<file path="src/rtl/storage_pkg.sv">
// Shared constants for the FIFO read-side packer: FSM state encoding and counter sizing.
// Latency: n/a (package only).
// Backpressure: n/a (package only).
package storage_pkg;

    // Packer FSM states, kept as plain constants so legacy tools can read them.
    localparam logic FILL = 1'b0;   // accumulating words from the FIFO
    localparam logic HOLD = 1'b1;   // accumulator full, waiting for the output register

    // Width of a counter that must hold the values 0..ratio inclusive.
    function automatic int cnt_w(input int ratio);
        return $clog2(ratio + 1);
    endfunction

endpackage

</file>
<file path="src/rtl/packer_out_reg.sv">
// Valid/ready holding register for packed words; loads a new word when the packer asks.
// Latency: 1 cycle from load_i to m_valid.
// Backpressure: word held stable while m_valid && !m_ready; reload in a transfer cycle keeps m_valid high.
//
// Ports: clk/rst_n (sync, active-low); load_i/load_data_i (+ load_keep_i) from the packer;
//        m_valid/m_ready/m_data (+ m_keep) toward the next stage.
// Optional: PACKER_FLUSH_EN adds the lane-keep mask path.
module packer_out_reg #(
    parameter int WIDTH = 4,
    parameter int RATIO = 2
) (
    input  logic                     clk,
    input  logic                     rst_n,
    input  logic                     load_i,
    input  logic [WIDTH*RATIO-1:0]   load_data_i,
`ifdef PACKER_FLUSH_EN
    input  logic [RATIO-1:0]         load_keep_i,
    output logic [RATIO-1:0]         m_keep,
`endif
    input  logic                     m_ready,
    output logic                     m_valid,
    output logic [WIDTH*RATIO-1:0]   m_data
);

    logic                   valid_q, valid_d;
    logic [WIDTH*RATIO-1:0] data_q, data_d;
`ifdef PACKER_FLUSH_EN
    logic [RATIO-1:0]       keep_q, keep_d;
`endif

    always_comb begin
        valid_d = valid_q;
        data_d  = data_q;
`ifdef PACKER_FLUSH_EN
        keep_d  = keep_q;
`endif
        if (load_i) begin
            // A reload wins over a same-cycle transfer.
            valid_d = 1'b1;
            data_d  = load_data_i;
`ifdef PACKER_FLUSH_EN
            keep_d  = load_keep_i;
`endif
        end else if (m_ready) begin
            // Data is left in place after a transfer; only valid drops.
            valid_d = 1'b0;
        end
    end

    always_ff @(posedge clk) begin
        if (!rst_n) begin
            valid_q <= 1'b0;
            data_q  <= '0;
`ifdef PACKER_FLUSH_EN
            keep_q  <= '0;
`endif
        end else begin
            valid_q <= valid_d;
            data_q  <= data_d;
`ifdef PACKER_FLUSH_EN
            keep_q  <= keep_d;
`endif
        end
    end

    assign m_valid = valid_q;
    assign m_data  = data_q;
`ifdef PACKER_FLUSH_EN
    assign m_keep  = keep_q;
`endif

endmodule

</file>
<file path="src/rtl/fifo_rd_packer.sv">
// Pops WIDTH-bit words from a 1-cycle-latency FIFO read port and packs RATIO of them per output word.
// Latency: 1 cycle from the capture of the last lane to m_valid; full rate, no bubbles.
// Backpressure: stops popping once the accumulator would overrun (HOLD) while m_valid && !m_ready.
//
// Ports: clk/rst_n (sync, active-low); fifo_empty/fifo_rd_en/fifo_data toward the FIFO read port;
//        m_valid/m_ready/m_data (+ m_keep) packed stream, first-popped word in the low lane.
// Optional: PACKER_FLUSH_EN emits a zero-padded partial word after FLUSH_CYCLES idle cycles.
module fifo_rd_packer
    import storage_pkg::*;
#(
    parameter int WIDTH        = 4,
    parameter int RATIO        = 2,
    parameter int FLUSH_CYCLES = 16
) (
    input  logic                     clk,
    input  logic                     rst_n,
    input  logic                     fifo_empty,
    output logic                     fifo_rd_en,
    input  logic [WIDTH-1:0]         fifo_data,
    output logic                     m_valid,
    input  logic                     m_ready,
`ifdef PACKER_FLUSH_EN
    output logic [RATIO-1:0]         m_keep,
`endif
    output logic [WIDTH*RATIO-1:0]   m_data
);

    localparam int               CNT_W   = cnt_w(RATIO);
    localparam logic [CNT_W-1:0] RATIO_C = CNT_W'(RATIO);
    localparam logic [CNT_W-1:0] LAST_C  = CNT_W'(RATIO - 1);

    logic [CNT_W-1:0]            cnt_q, cnt_d;
    logic                        infl_q;
    logic                        state_q, state_d;
    logic [RATIO-1:0][WIDTH-1:0] lanes_q, lanes_d;

    logic                        out_free;
    logic                        load;
    logic [WIDTH*RATIO-1:0]      load_data;
`ifdef PACKER_FLUSH_EN
    logic [RATIO-1:0]            load_keep;
`endif

    assign out_free = !m_valid || m_ready;

    // Words already counted plus the one in flight must fit; the last lane may be
    // refilled in the same cycle it completes only if the output register takes the word.
    always_comb begin
        fifo_rd_en = rst_n && !fifo_empty && (state_q == FILL) &&
                     ((cnt_q + CNT_W'(infl_q)) < RATIO_C ||
                      (infl_q && cnt_q == LAST_C && out_free));
    end

`ifdef PACKER_FLUSH_EN
    localparam int                IDLE_W    = $clog2(FLUSH_CYCLES + 1);
    localparam logic [IDLE_W-1:0] IDLE_LAST = IDLE_W'(FLUSH_CYCLES - 1);

    logic [IDLE_W-1:0] idle_q, idle_d;
    logic              idle_cond;
    logic              flush;

    assign idle_cond = (state_q == FILL) && (cnt_q != '0) && !infl_q && fifo_empty;
    // idle_q reaches FLUSH_CYCLES-1 on the FLUSH_CYCLES-th idle cycle; the word loads on that edge.
    assign flush     = idle_cond && (idle_q == IDLE_LAST) && out_free;

    always_comb begin
        idle_d = '0;
        if (idle_cond && !fifo_rd_en && !flush) begin
            idle_d = (idle_q == IDLE_LAST) ? idle_q : idle_q + 1'b1;
        end
    end

    always_ff @(posedge clk) begin
        if (!rst_n) begin
            idle_q <= '0;
        end else begin
            idle_q <= idle_d;
        end
    end
`endif

    always_comb begin
        cnt_d     = cnt_q;
        state_d   = state_q;
        lanes_d   = lanes_q;
        load      = 1'b0;
        load_data = lanes_q;
`ifdef PACKER_FLUSH_EN
        load_keep = '1;
`endif
        case (state_q)
            FILL: begin
                if (infl_q) begin
                    if (cnt_q == LAST_C) begin
                        if (out_free) begin
                            // Bypass the last lane straight into the output register.
                            load = 1'b1;
                            load_data[WIDTH*RATIO-1 -: WIDTH] = fifo_data;
                            cnt_d = '0;
                        end else begin
                            lanes_d[RATIO-1] = fifo_data;
                            state_d = HOLD;
                        end
                    end else begin
                        for (int i = 0; i < RATIO; i++) begin
                            if (cnt_q == CNT_W'(i)) begin
                                lanes_d[i] = fifo_data;
                            end
                        end
                        cnt_d = cnt_q + 1'b1;
                    end
                end
`ifdef PACKER_FLUSH_EN
                else if (flush) begin
                    load = 1'b1;
                    for (int i = 0; i < RATIO; i++) begin
                        load_data[i*WIDTH +: WIDTH] = (CNT_W'(i) < cnt_q) ? lanes_q[i] : '0;
                        load_keep[i]                = (CNT_W'(i) < cnt_q);
                    end
                    cnt_d = '0;
                end
`endif
            end
            default: begin // HOLD
                if (out_free) begin
                    load    = 1'b1;
                    cnt_d   = '0;
                    state_d = FILL;
                end
            end
        endcase
    end

    always_ff @(posedge clk) begin
        if (!rst_n) begin
            cnt_q   <= '0;
            infl_q  <= 1'b0;
            state_q <= FILL;
            lanes_q <= '0;
        end else begin
            cnt_q   <= cnt_d;
            infl_q  <= fifo_rd_en;
            state_q <= state_d;
            lanes_q <= lanes_d;
        end
    end

    packer_out_reg #(
        .WIDTH (WIDTH),
        .RATIO (RATIO)
    ) u_out_reg (
        .clk         (clk),
        .rst_n       (rst_n),
        .load_i      (load),
        .load_data_i (load_data),
`ifdef PACKER_FLUSH_EN
        .load_keep_i (load_keep),
        .m_keep      (m_keep),
`endif
        .m_ready     (m_ready),
        .m_valid     (m_valid),
        .m_data      (m_data)
    );

endmodule

</file>
<file path="config.mk">
export PLATFORM = sky130hd
export DESIGN_NAME = fifo_rd_packer
export DESIGN_NICKNAME = d
export VERILOG_FILES = /design/src/rtl/storage_pkg.sv /design/src/rtl/packer_out_reg.sv /design/src/rtl/fifo_rd_packer.sv
export SDC_FILE = /design/constraint.sdc
export NUM_CORES = 1
export LEC_CHECK = 0
export ABC_AREA = 1
export BUFFER_PORTS_ARGS = -buffer_cell sky130_fd_sc_hd__buf_2
export CORE_MARGIN = 2
export CORE_UTILIZATION = 52
export DETAILED_ROUTE_END_ITERATION = 12
export MAX_ROUTING_LAYER = met4
export PLACE_DENSITY = 0.76
export SETUP_SLACK_MARGIN = 0.15
export SYNTH_ARGS = -nofsm -noshare
export SYNTH_HDL_FRONTEND = slang
export SYNTH_SLANG_ARGS = --single-unit
</file>
<file path="constraint.sdc">
create_clock -name clk -period 1.7 [get_ports clk]
set_clock_uncertainty 0.15 [all_clocks]
set_input_delay 0.17 -clock clk [delete_from_list [all_inputs] [get_ports clk]]
set_output_delay 0.17 -clock clk [all_outputs]
set_load 0.1 [all_outputs]
</file>
---- Yosys cells after proc, flatten, opt, wreduce, memory -nomap -nowiden ----
Index checks and enable logic that the tools add are counted.
operators by class
  bitwise gates (word level) .............. 3
  equality and inequality tests ........... 1
  reduce and logical (&&, ||, !) cells .... 14
  order comparisons ....................... 1
  $add $sub $neg .......................... 2
  multiplexer cells ....................... 18
operator list
  kind                 count
  $mux 4               4
  $mux 1               10
  $mux 2               4
  $reduce_and 4->1     2
  $logic_and 1x1->1    5
  $reduce_bool 2->1    2
  $not 1->1            3
  $add 2x1->2          1
  $add 2x1->2 const B  1
  $eq 2x1->1 const B   1
  $logic_not 1->1      2
  $logic_not 2->1      1
  $logic_or 1x1->1     2
  $lt 2x2->1 const B   1
word-level totals
  bits in registers ....................... 21
  output and inout bits ................... 10

---- Logic depth before layout (Yosys ltp) ----
Gate-level depths: netlist (run 1).
  depth in word-level cells ............... 7
  mapped depth ............................ 6
  depth with buffers taken out ............ 6

---- Hierarchy ----
Synthesis (run 1) repeated with hierarchy kept, for this count alone.
unflattened totals
  cells, all modules ...................... 123
  area, all modules ....................... 877.1 um2
by module, submodules not included
  module          area an instance (um2)  instances  cells each  seq. area each (um2)
  fifo_rd_packer  573.0                   1          85          240.2
  packer_out_reg  304.0                   1          38          180.2

---- Worst setup path before layout (run 1) ----
Ideal clock, no wire load.
  path kind ............................... reg2out
  start ................................... register u_out_reg.valid_q (netlist: u_out_reg.m_valid)
  end ..................................... output fifo_rd_en
  data arrival time ....................... 1.856 ns
  stages on the path, launching flop included .. 5
  slack ................................... -0.476 ns
  cell sequence ........................... dfxtp_1 > inv_1 > nor2_2 > nand4_1 > and3_1
on the way
  cells in the longest elaborated chain, start to end .. 5
RTL lines
  item                    line                  RTL
  from (decl)             packer_out_reg.sv:25  logic valid_q, valid_d;
  from (signal assigned)  packer_out_reg.sv:58  valid_q <= valid_d;
  $logic_not 1->1         fifo_rd_packer.sv:44  assign out_free = !m_valid || m_ready;
  $logic_or 1x1->1        fifo_rd_packer.sv:44
  $logic_and 1x1->1       fifo_rd_packer.sv:51  (infl_q && cnt_q == LAST_C && out_free));
  $logic_or 1x1->1        fifo_rd_packer.sv:50  ((cnt_q + CNT_W'(infl_q)) < RATIO_C ||
  $logic_and 1x1->1       fifo_rd_packer.sv:49  fifo_rd_en = rst_n && !fifo_empty && (state_q == FILL) &&
  to (decl)               fifo_rd_packer.sv:18  output logic fifo_rd_en,
Every way passes these cells.

---- Final worst setup path (run 1) ----
  start ................................... register cnt_q[1]
  end ..................................... output fifo_rd_en
on the way
  cells in the longest elaborated chain, start to end .. 5
  elaborated cells on any way between the ends .. 7
  classes of those cells .................. 1 x add/sub; 1 x order compare; 1 x eq/ne; 4 x reduce/logical
RTL lines
  item                                                                 line                   RTL
  from (decl)                                                          fifo_rd_packer.sv:32   logic [CNT_W-1:0] cnt_q, cnt_d;
  from (signal assigned)                                               fifo_rd_packer.sv:141  cnt_q <= cnt_d;
  parallel branches: the longest is 3 deep, another holds $add 2x1->2  -
  $logic_or 1x1->1 *                                                   fifo_rd_packer.sv:50
  $logic_and 1x1->1 *                                                  fifo_rd_packer.sv:49
Mark *: on every way between the ends.

==> flow_metrics.env, run 1 <==
export IMPL_async_reset_ff_share_pct=0
export IMPL_timing_fmax_mhz=615.4
export IMPL_critPathKind="flop to output pin"
export IMPL_setup_tns_final_ns=0
export IMPL_drive_gt1_share_pct=36.05
export IMPL_critPathCaptureType="output pin"
export IMPL_portBuffers=17
export IMPL_grtUsageTotal_pct=22.16
export IMPL_rows=15
export IMPL_p_leak_nw=0.5098
export IMPL_fill_cells=142
export IMPL_dieWidth_um=46.17
export IMPL_initial_core_util_pct=54.14
export IMPL_worstSetupStartpointType="flop"
export IMPL_syn_area_per_cell_sq_um=8.111
export IMPL_crit_fanout=4
export IMPL_dp_hpwl_mm=1.368
export IMPL_finalPower_uw=883.3
export IMPL_rsz0062_at_grt="true"
export IMPL_finalSetupViolations=0
export IMPL_grt_max_degree=14
export IMPL_synthDistinctLibCells=22
export IMPL_ctsRootBufferMaster="clkbuf_4"
export IMPL_finalHoldViolCount=0
export IMPL_dieArea_sq_um=2132
export IMPL_synth_cells=114
export IMPL_die_y_um=46.17
export IMPL_drc_errors=0
export IMPL_antenna_found_initial=0
export IMPL_synthFlopType="dfxtp_1"
export IMPL_dr_pass1_iters=6
export IMPL_yosysSeqAreaShare_pct=45.47
export IMPL_grt_pass1_vias=769
export IMPL_viasPerCell=5.279
export IMPL_diodes=0
export IMPL_synth_seq_cells=21
export IMPL_clkLatencyLatePin_ns=0.30
export IMPL_yosys_warnings=0
export IMPL_peakVddDrop_mv=0.5433
export IMPL_num_vias=908
export IMPL_syn_to_final_growth_pct=32.34
export IMPL_htreeDepth=1
export IMPL_ios=18
export IMPL_cp_arrival_ns=1.30
export IMPL_synth_nets=122
export IMPL_relSlewSlack_pct=67.76
export IMPL_critical_path_required_ns=1.38
export IMPL_powerDensity_nw_per_um2=721.8
export IMPL_synth_most_common_cell="dfxtp_1"
export IMPL_cts_tree="done"
export IMPL_synthTopCellsByCount="dfxtp_1, nand2_1, a21oi_1"
export IMPL_gp_congestion=0.7982
export IMPL_synth_largest_area_cell="dfxtp_1"
export IMPL_maxCapViolCount=0
export IMPL_tightest_slew_ns=0.4869
export IMPL_finalMaxSlewViolations=0
export IMPL_cts_sinks=21
export IMPL_synth_top_area_share_pct=45.47
export IMPL_first_iter_violations=18
export IMPL_synthTopCellsByArea="dfxtp_1, nand2_1, a21oi_1"
export IMPL_gr_total_overflow=0
export IMPL_antenna_left=0
export IMPL_cts_made_buffers=3
export IMPL_hold_path_class="primary input to flop"
export IMPL_clockBufferDepth=2
export IMPL_fin_crit_ns=1.625
export IMPL_syn_area_sq_um=924.6
export IMPL_routed_wl_mm=2.042
export IMPL_wl_per_cell_um=11.87
export IMPL_synth_edf_count=0
export IMPL_clk_pin_slew_worst_paths_ns=0.11
export IMPL_grt_pass1_wl_mm=3.215
export IMPL_nets=156
export IMPL_status="finished, final reports clean"
export IMPL_coreArea_sq_um=1708
export IMPL_finalCritPeriodShare_pct=95.58
## cells by family (layout without fill, tap and decap cells)
family / count (synthesis) / count (layout) / share of synthesized area (%)
flip-flops: 21 / 21 / 45.47
buffers and inverters: 14 / 47 / 6.360
AO/OA/AOI/OAI: 30 / 30 / 18.40
AND/OR/NAND/NOR: 49 / 49 / 29.77
## cell usage in the layout (no fill, tap or decap), types with 3 or more instances in the layout
cell,netlist,final
buf_4,1,9
clkbuf_4,0,3
nand4_1,5,5
o21ai_0,8,8
nand3_1,5,5
a21oi_2,4,5
dfxtp_1,21,16
buf_2,0,16
nor2_1,5,5
nand2_1,18,18
nor3_1,5,4
dfxtp_4,0,4
o21ai_1,4,4
inv_1,11,10
nand2_4,3,3
a21oi_1,12,11
dlygate4sd3_1,0,4
## registers in the layout, indices dropped and copies added, names as in the netlist
name	flops
state_q	1
u_out_reg.m_valid	1
cnt_q	2
u_out_reg.m_data	8
lanes_q	8
infl_q	1
## critical path, stage by stage (launching register included)
cell and delay, ns:
dfxtp_4 0.38, inv_2 0.09, nand4_1 0.16, and3_4 0.20, buf_12 0.16
## area by class of cell
cell class              instances  area [sq um]  share of cell area (%)
clock buffers                   4         26.28                   2.147
inverters                      13         51.30                   4.192
multi-input cells              79         470.5                   38.45
flip-flops and latches         21         436.7                   35.69
well taps                      25         31.28                   2.556
repair buffers                 30         207.7                   16.97
## power breakdown
part	switching, mW	leakage (nW)	internal [mW]	total, mW
sequential	0.0113	0.174	0.502	0.513
clock	0.144	0.0150	0.0915	0.236
combinational	0.0904	0.321	0.0439	0.134
## layer usage
metal | share of wire, % | up-vias | global-route usage (%)
met1 | 45 | 428 | 27.47
li1 | - | 457 | -
met5 | 0 | - | -
met4 | 1.6 | 0 | 8.571
met2 | 51 | 18 | 35.00
met3 | 2.6 | 5 | 4.706
## stage by stage
| stage | hold WS [ns] | std cells | area (sq um) | worst slack [ns] | util, % |
|---|---|---|---|---|---|
| detailed placement | 0.2891 | 157 | 1072 | 0.3191 | 62.78 |
| CTS | 0.02084 | 167 | 1169 | 0.05458 | 68.42 |
| finish | 0.05202 | 172 | 1224 | 0.07513 | 71.65 |
| global route | 0.04106 | 172 | 1224 | 0.001221 | 71.65 |
| global placement | 0.2839 | 157 | 1072 | 0.3492 | 62.78 |
| floorplan | 0.1584 | 114 | 933.4 | 0.2422 | - |
## repair_timing
item,4_1_cts,5_1_grt
endpoints found under the hold margin,4,0
gates resized for setup,7,5
pin swaps,3,3
endpoints found under the setup margin,1,5
hold buffers,4,0
setup buffers,2,5
## final timing paths
check / from / slack [ns] / cells after the start / endpoint
worst min register to register: lanes_q[3] / 0.30 / 2 / lanes_q[3]
worst max-delay path: cnt_q[1] / 0.08 / 4 / fifo_rd_en
worst min-delay path: fifo_empty / 0.05 / 3 / infl_q
worst max register to register: u_out_reg.m_valid / 0.26 / 5 / u_out_reg.m_data[7]
No activity file was read; power rests on OpenSTA's default activity.
==> run 2: changes to the inputs <==
- CORE_UTILIZATION: 52 -> 45
- GPL_TIMING_DRIVEN: unset -> 0
- PLACE_DENSITY: 0.76 -> 0.67
==> flow_metrics.env, run 2 (synthesis results as in run 1) <==
export IMPL_status="finished, final reports clean"
export IMPL_clk_pin_slew_worst_paths_ns=0.11
export IMPL_path_cells="inv_2 -> nand4_1 -> and3_4 -> buf_12"
export IMPL_grt_pass1_wl_mm=3.622
export IMPL_grtUsageTotal_pct=20.12
export IMPL_viasPerCell=4.983
export IMPL_tightest_slew_ns=0.4845
export IMPL_peakVddDrop_mv=0.4296
export IMPL_antenna_left=0
export IMPL_relSlewSlack_pct=67.92
export IMPL_crit_slowest_cell="dfxtp_4"
export IMPL_swShare_pct=27.40
export IMPL_p_seq_share_pct=58.7
export IMPL_finalCritPeriodShare_pct=91.66
export IMPL_num_vias=862
export IMPL_critical_path_depth=4
export IMPL_whs_path_depth=3
export IMPL_mostFrequentLayoutCells="nand2_1, buf_2, dfxtp_1, a21oi_1, inv_1"
export IMPL_clockBufferDepth=2
export IMPL_finalHoldViolCount=0
export IMPL_coreArea_sq_um=1942
export IMPL_max_stage_delay_ns=0.40
export IMPL_finalSetupViolations=0
export IMPL_worstSetupStartpointType="flop"
export IMPL_ff2ff_setup_slack_ns=0.20
export IMPL_critPathCaptureType="output pin"
export IMPL_rows=16
export IMPL_critPathTopFamily="flip-flops"
export IMPL_routed_wl_mm=2.116
export IMPL_dr_pass1_iters=4
export IMPL_reg2reg_depth=7
export IMPL_worst_hold_slack_ns=0.007232
export IMPL_maxCapViolCount=0
export IMPL_cts_made_buffers=3
export IMPL_dp_hpwl_mm=1.449
export IMPL_dieWidth_um=49.33
export IMPL_cts_sinks=21
export IMPL_multi_input_area_sq_um=475.5
export IMPL_crit_fanout=4
export IMPL_cp_arrival_ns=1.24
export IMPL_preCtsSetupSlack_ns=0.07196
export IMPL_grt_pass1_vias=864
export IMPL_portBuffers=17
export IMPL_ctsRootBufferMaster="clkbuf_4"
export IMPL_wl_per_cell_um=12.23
export IMPL_clkLatencyLatePin_ns=0.30
export IMPL_nets=155
export IMPL_first_iter_violations=14
export IMPL_drc_errors=0
export IMPL_grt_max_degree=12
export IMPL_critPathBufInv=2
export IMPL_critPathKind="flop to output pin"
export IMPL_timing_fmax_mhz=641.8
export IMPL_htreeDepth=1
export IMPL_fin_crit_ns=1.558
export IMPL_die_y_um=49.33
export IMPL_hold_path_class="primary input to flop"
export IMPL_p_leak_nw=0.5038
export IMPL_setup_tns_final_ns=0
export IMPL_ios=18
export IMPL_p_sw_uw=239.0
export IMPL_drive_gt1_share_pct=37.67
export IMPL_rsz0062_at_grt="true"
export IMPL_cts_tree="done"
export IMPL_seq_area_sq_um=439.2
export IMPL_initial_core_util_pct=47.62
export IMPL_antenna_found_initial=0
export IMPL_syn_to_final_growth_pct=32.34
export IMPL_critical_path_required_ns=1.38
export IMPL_finalPower_uw=872.3
export IMPL_gp_congestion=0.7945
export IMPL_setup_ws_ns=0.1418
export IMPL_dieArea_sq_um=2433
export IMPL_combPwrFrac_pct=15.0
export IMPL_p_clk_share_pct=26.3
export IMPL_powerDensity_nw_per_um2=712.8
export IMPL_finalMaxSlewViolations=0
export IMPL_diodes=0
export IMPL_internal_power_uw=633.3
export IMPL_gr_total_overflow=0
export IMPL_fill_cells=195
export IMPL_fin_util_pct=63.02
[run 2: changes by cell type in the layout (fill, tap and decap cells not counted), sizes merged]
cell	previous run	this run
dlygate4sd3	4	3
[run 2: final cells by class]
type | count | share of cell area (%)
plain buffers | 1 | 0.6135
clock buffers | 4 | 2.147
inverters | 13 | 4.192
multi-input cells | 79 | 38.85
flip-flops and latches | 21 | 35.89
well taps | 27 | 2.761
repair buffers | 28 | 15.54
[run 2: routing by layer]
layer,vias to the layer above,routed length (um),GRT usage [%]
li1,455,-,-
met1,384,914,22.65
met2,19,1096,35.14
met3,4,83,3.988
met4,0,23,7.143
met5,-,0,-
[run 2: stage by stage]
step / instance area (sq um) / instances
3_5_place_dp: 1052 / 158
4_1_cts: 1197 / 171
6_report: 1224 / 173
3_3_place_gp: 1052 / 158
5_1_grt: 1224 / 173
2_1_floorplan: 933.4 / 114
[run 2: final timing paths]
kind	endpoint	from
worst max-delay path	fifo_rd_en	cnt_q[1]
worst min-delay path	lanes_q[4]	fifo_data[0]
worst max register to register	infl_q	cnt_q[1]
worst min register to register	lanes_q[1]	lanes_q[1]
[run 2: repair_timing]
action                                  CTS  global route
gates resized for setup                  16             3
pin swaps                                 2             2
buffers inserted                          7             1
endpoints found under the setup margin    1             5
hold buffers                              2             1
endpoints found under the hold margin     4             1
[run 2: power groups by stage]
stage          Sequential (mW)  Clock, mW  Combinational (mW)
6_report                 0.512      0.229               0.131
5_1_grt                  0.515      0.265               0.141
4_1_cts                  0.513      0.238               0.127
3_5_place_dp             0.528          0               0.114
3_3_place_gp             0.528          0               0.112
2_1_floorplan            0.559          0              0.0543
[run 2: worst reg2reg max path, cell delays in order, from the launching register on]
cell	delay, ns
dfxtp_4	0.38
inv_2	0.09
nand4_1	0.12
buf_4	0.15
buf_4	0.12
buf_4	0.12
buf_4	0.13
and3_1	0.14
==> run 3: changes to the inputs <==
--- a/config.mk
+++ b/config.mk
@@ -14,4 +14,5 @@
 export MAX_ROUTING_LAYER = met4
-export PLACE_DENSITY = 0.67
+export PLACE_DENSITY = 0.68
 export SETUP_SLACK_MARGIN = 0.15
+export SKIP_LAST_GASP = 1
 export SYNTH_ARGS = -nofsm -noshare
--- a/constraint.sdc
+++ b/constraint.sdc
@@ -4,2 +4,2 @@
 set_output_delay 0.17 -clock clk [all_outputs]
-set_load 0.1 [all_outputs]
+set_load 0.005 [all_outputs]
==> flow_metrics.env, run 3 (synthesis results as in run 1) <==
export IMPL_fin_util_pct=60.18
export IMPL_timing_fmax_mhz=639.5
export IMPL_cts_tree="done"
export IMPL_powerDensity_nw_per_um2=721.3
export IMPL_fill_cells=205
export IMPL_first_iter_violations=8
export IMPL_die_y_um=49.33
export IMPL_swShare_pct=24.83
export IMPL_htreeDepth=1
export IMPL_mostFrequentLayoutCells="nand2_1, dfxtp_1, buf_2, a21oi_1, inv_1"
export IMPL_gp_congestion=0.8480
export IMPL_dieArea_sq_um=2433
export IMPL_drc_errors=0
export IMPL_num_vias=869
export IMPL_p_clk_share_pct=28.4
export IMPL_maxCapViolCount=0
export IMPL_initial_core_util_pct=47.62
export IMPL_final_common_cell="nand2_1"
export IMPL_antenna_found_initial=0
export IMPL_portBuffers=17
export IMPL_dr_pass1_iters=4
export IMPL_setup_tns_final_ns=0
export IMPL_clockBufferDepth=2
export IMPL_internal_power_uw=633.7
export IMPL_antenna_left=0
export IMPL_finalCritPeriodShare_pct=91.99
export IMPL_cts_made_buffers=3
export IMPL_critical_path_required_ns=1.38
export IMPL_finalMaxSlewViolations=0
export IMPL_p_leak_nw=0.4882
export IMPL_grtUsageTotal_pct=18.76
export IMPL_grt_pass1_vias=810
export IMPL_cp_arrival_ns=1.24
export IMPL_critPathKind="flop to output pin"
export IMPL_finalSetupViolations=0
export IMPL_drive_gt1_share_pct=31.25
export IMPL_combPwrFrac_pct=10.1
export IMPL_wl_per_cell_um=11.51
export IMPL_cts_sinks=21
export IMPL_status="finished, final reports clean"
export IMPL_crit_fanout=5
export IMPL_relSlewSlack_pct=75.69
export IMPL_clkLatencyLatePin_ns=0.30
export IMPL_finalHoldViolCount=0
export IMPL_critPathCaptureType="output pin"
export IMPL_peakVddDrop_mv=0.4354
export IMPL_hold_path_class="primary input to flop"
export IMPL_path_cells="nand4_1 -> and3_1 -> buf_2"
export IMPL_viasPerCell=5.082
export IMPL_grt_pass1_wl_mm=3.470
export IMPL_grt_max_degree=13
export IMPL_fin_crit_ns=1.564
export IMPL_ios=18
export IMPL_p_seq_share_pct=61.5
export IMPL_max_stage_delay_ns=0.48
export IMPL_syn_to_final_growth_pct=26.39
export IMPL_clk_pin_slew_worst_paths_ns=0.11
export IMPL_diodes=0
export IMPL_tightest_slew_ns=0.3647
export IMPL_rsz0062_at_grt="true"
export IMPL_ctsRootBufferMaster="clkbuf_4"
export IMPL_dp_hpwl_mm=1.387
export IMPL_p_sw_uw=209.3
export IMPL_dieWidth_um=49.33
export IMPL_worstSetupStartpointType="flop"
export IMPL_routed_wl_mm=1.968
export IMPL_nets=153
export IMPL_gr_total_overflow=0
export IMPL_coreArea_sq_um=1942
export IMPL_crit_slowest_cell="dfxtp_1"
export IMPL_rows=16
[run 3: cell count changes in the layout (fill, tap and decap cells not counted), sizes merged]
cell,delta
buf,-5
clkbuf,-1
clkinv,+1
dlygate4sd3,+3
[run 3: area by class of cell]
| type | instances | area, sq um | area share, % |
|---|---|---|---|
| clock buffer | 3 | 22.52 | 1.927 |
| sequential | 21 | 425.4 | 36.40 |
| buffer | 1 | 7.507 | 0.6424 |
| clock inverter | 1 | 5.005 | 0.4283 |
| timing repair buffer | 26 | 167.7 | 14.35 |
| tap | 27 | 33.78 | 2.891 |
| multi-input combinational | 79 | 455.4 | 38.97 |
| inverter | 13 | 51.30 | 4.390 |
[run 3: path summary, 6_finish.rpt]
path                               to  slack, ns               from  depth (start not counted)
hold / removal               cnt_q[0]       0.02            m_ready                          4
setup / recovery           fifo_rd_en       0.14             infl_q                          3
setup reg to reg  u_out_reg.m_data[6]       0.30  u_out_reg.m_valid                          5
hold reg to reg            lanes_q[1]       0.31         lanes_q[1]                          2
[run 3: repair_timing]
action,CTS,global route
endpoints found under the setup margin,1,1
hold endpoints to repair,6,0
setup buffers,2,1
resized for setup,5,1
pin swaps,1,2
hold buffers,6,0
[run 3: per-layer routing]
| layer | part of all wire, % | wire, um | vias to the layer above | GRT usage, % |
|---|---|---|---|---|
| li1 | - | - | 451 | - |
| met1 | 48 | 943 | 399 | 23.90 |
| met2 | 47 | 933 | 17 | 29.95 |
| met3 | 3.8 | 75 | 2 | 3.681 |
| met4 | 0.76 | 15 | 0 | 5.714 |
| met5 | 0 | 0 | - | - |
[run 3: worst max-delay path: cells and delay by family, from the launching register on]
kind,cells,cell delay [ns]
flops,1,0.48
simple gates,2,0.36
buf+inv,1,0.12
[run 3: stage by stage]
| step | setup WS, ns | hold WS [ns] | total power, mW | std cells | area, sq um |
|---|---|---|---|---|---|
| global placement | 0.3514 | 0.2855 | 0.5983 | 158 | 1044 |
| global route | 0.08490 | 0.03016 | 0.8864 | 171 | 1169 |
| finish | 0.1362 | 0.02148 | 0.8430 | 171 | 1169 |
| floorplan | 0.5247 | 0.1584 | 0.5719 | 114 | 924.6 |
| CTS | 0.1624 | 0.01670 | 0.8493 | 170 | 1156 |
| detailed placement | 0.3609 | 0.2889 | 0.6002 | 158 | 1044 |
[run 3: power groups by stage]
stage | clock, mW | sequential [mW] | combinational, mW
final | 0.240 | 0.519 | 0.0848
after global routing | 0.270 | 0.521 | 0.0958
after global placement | 0 | 0.529 | 0.0696
after detailed placement | 0 | 0.529 | 0.0709
after CTS | 0.247 | 0.518 | 0.0839
after floorplan | 0 | 0.528 | 0.0438
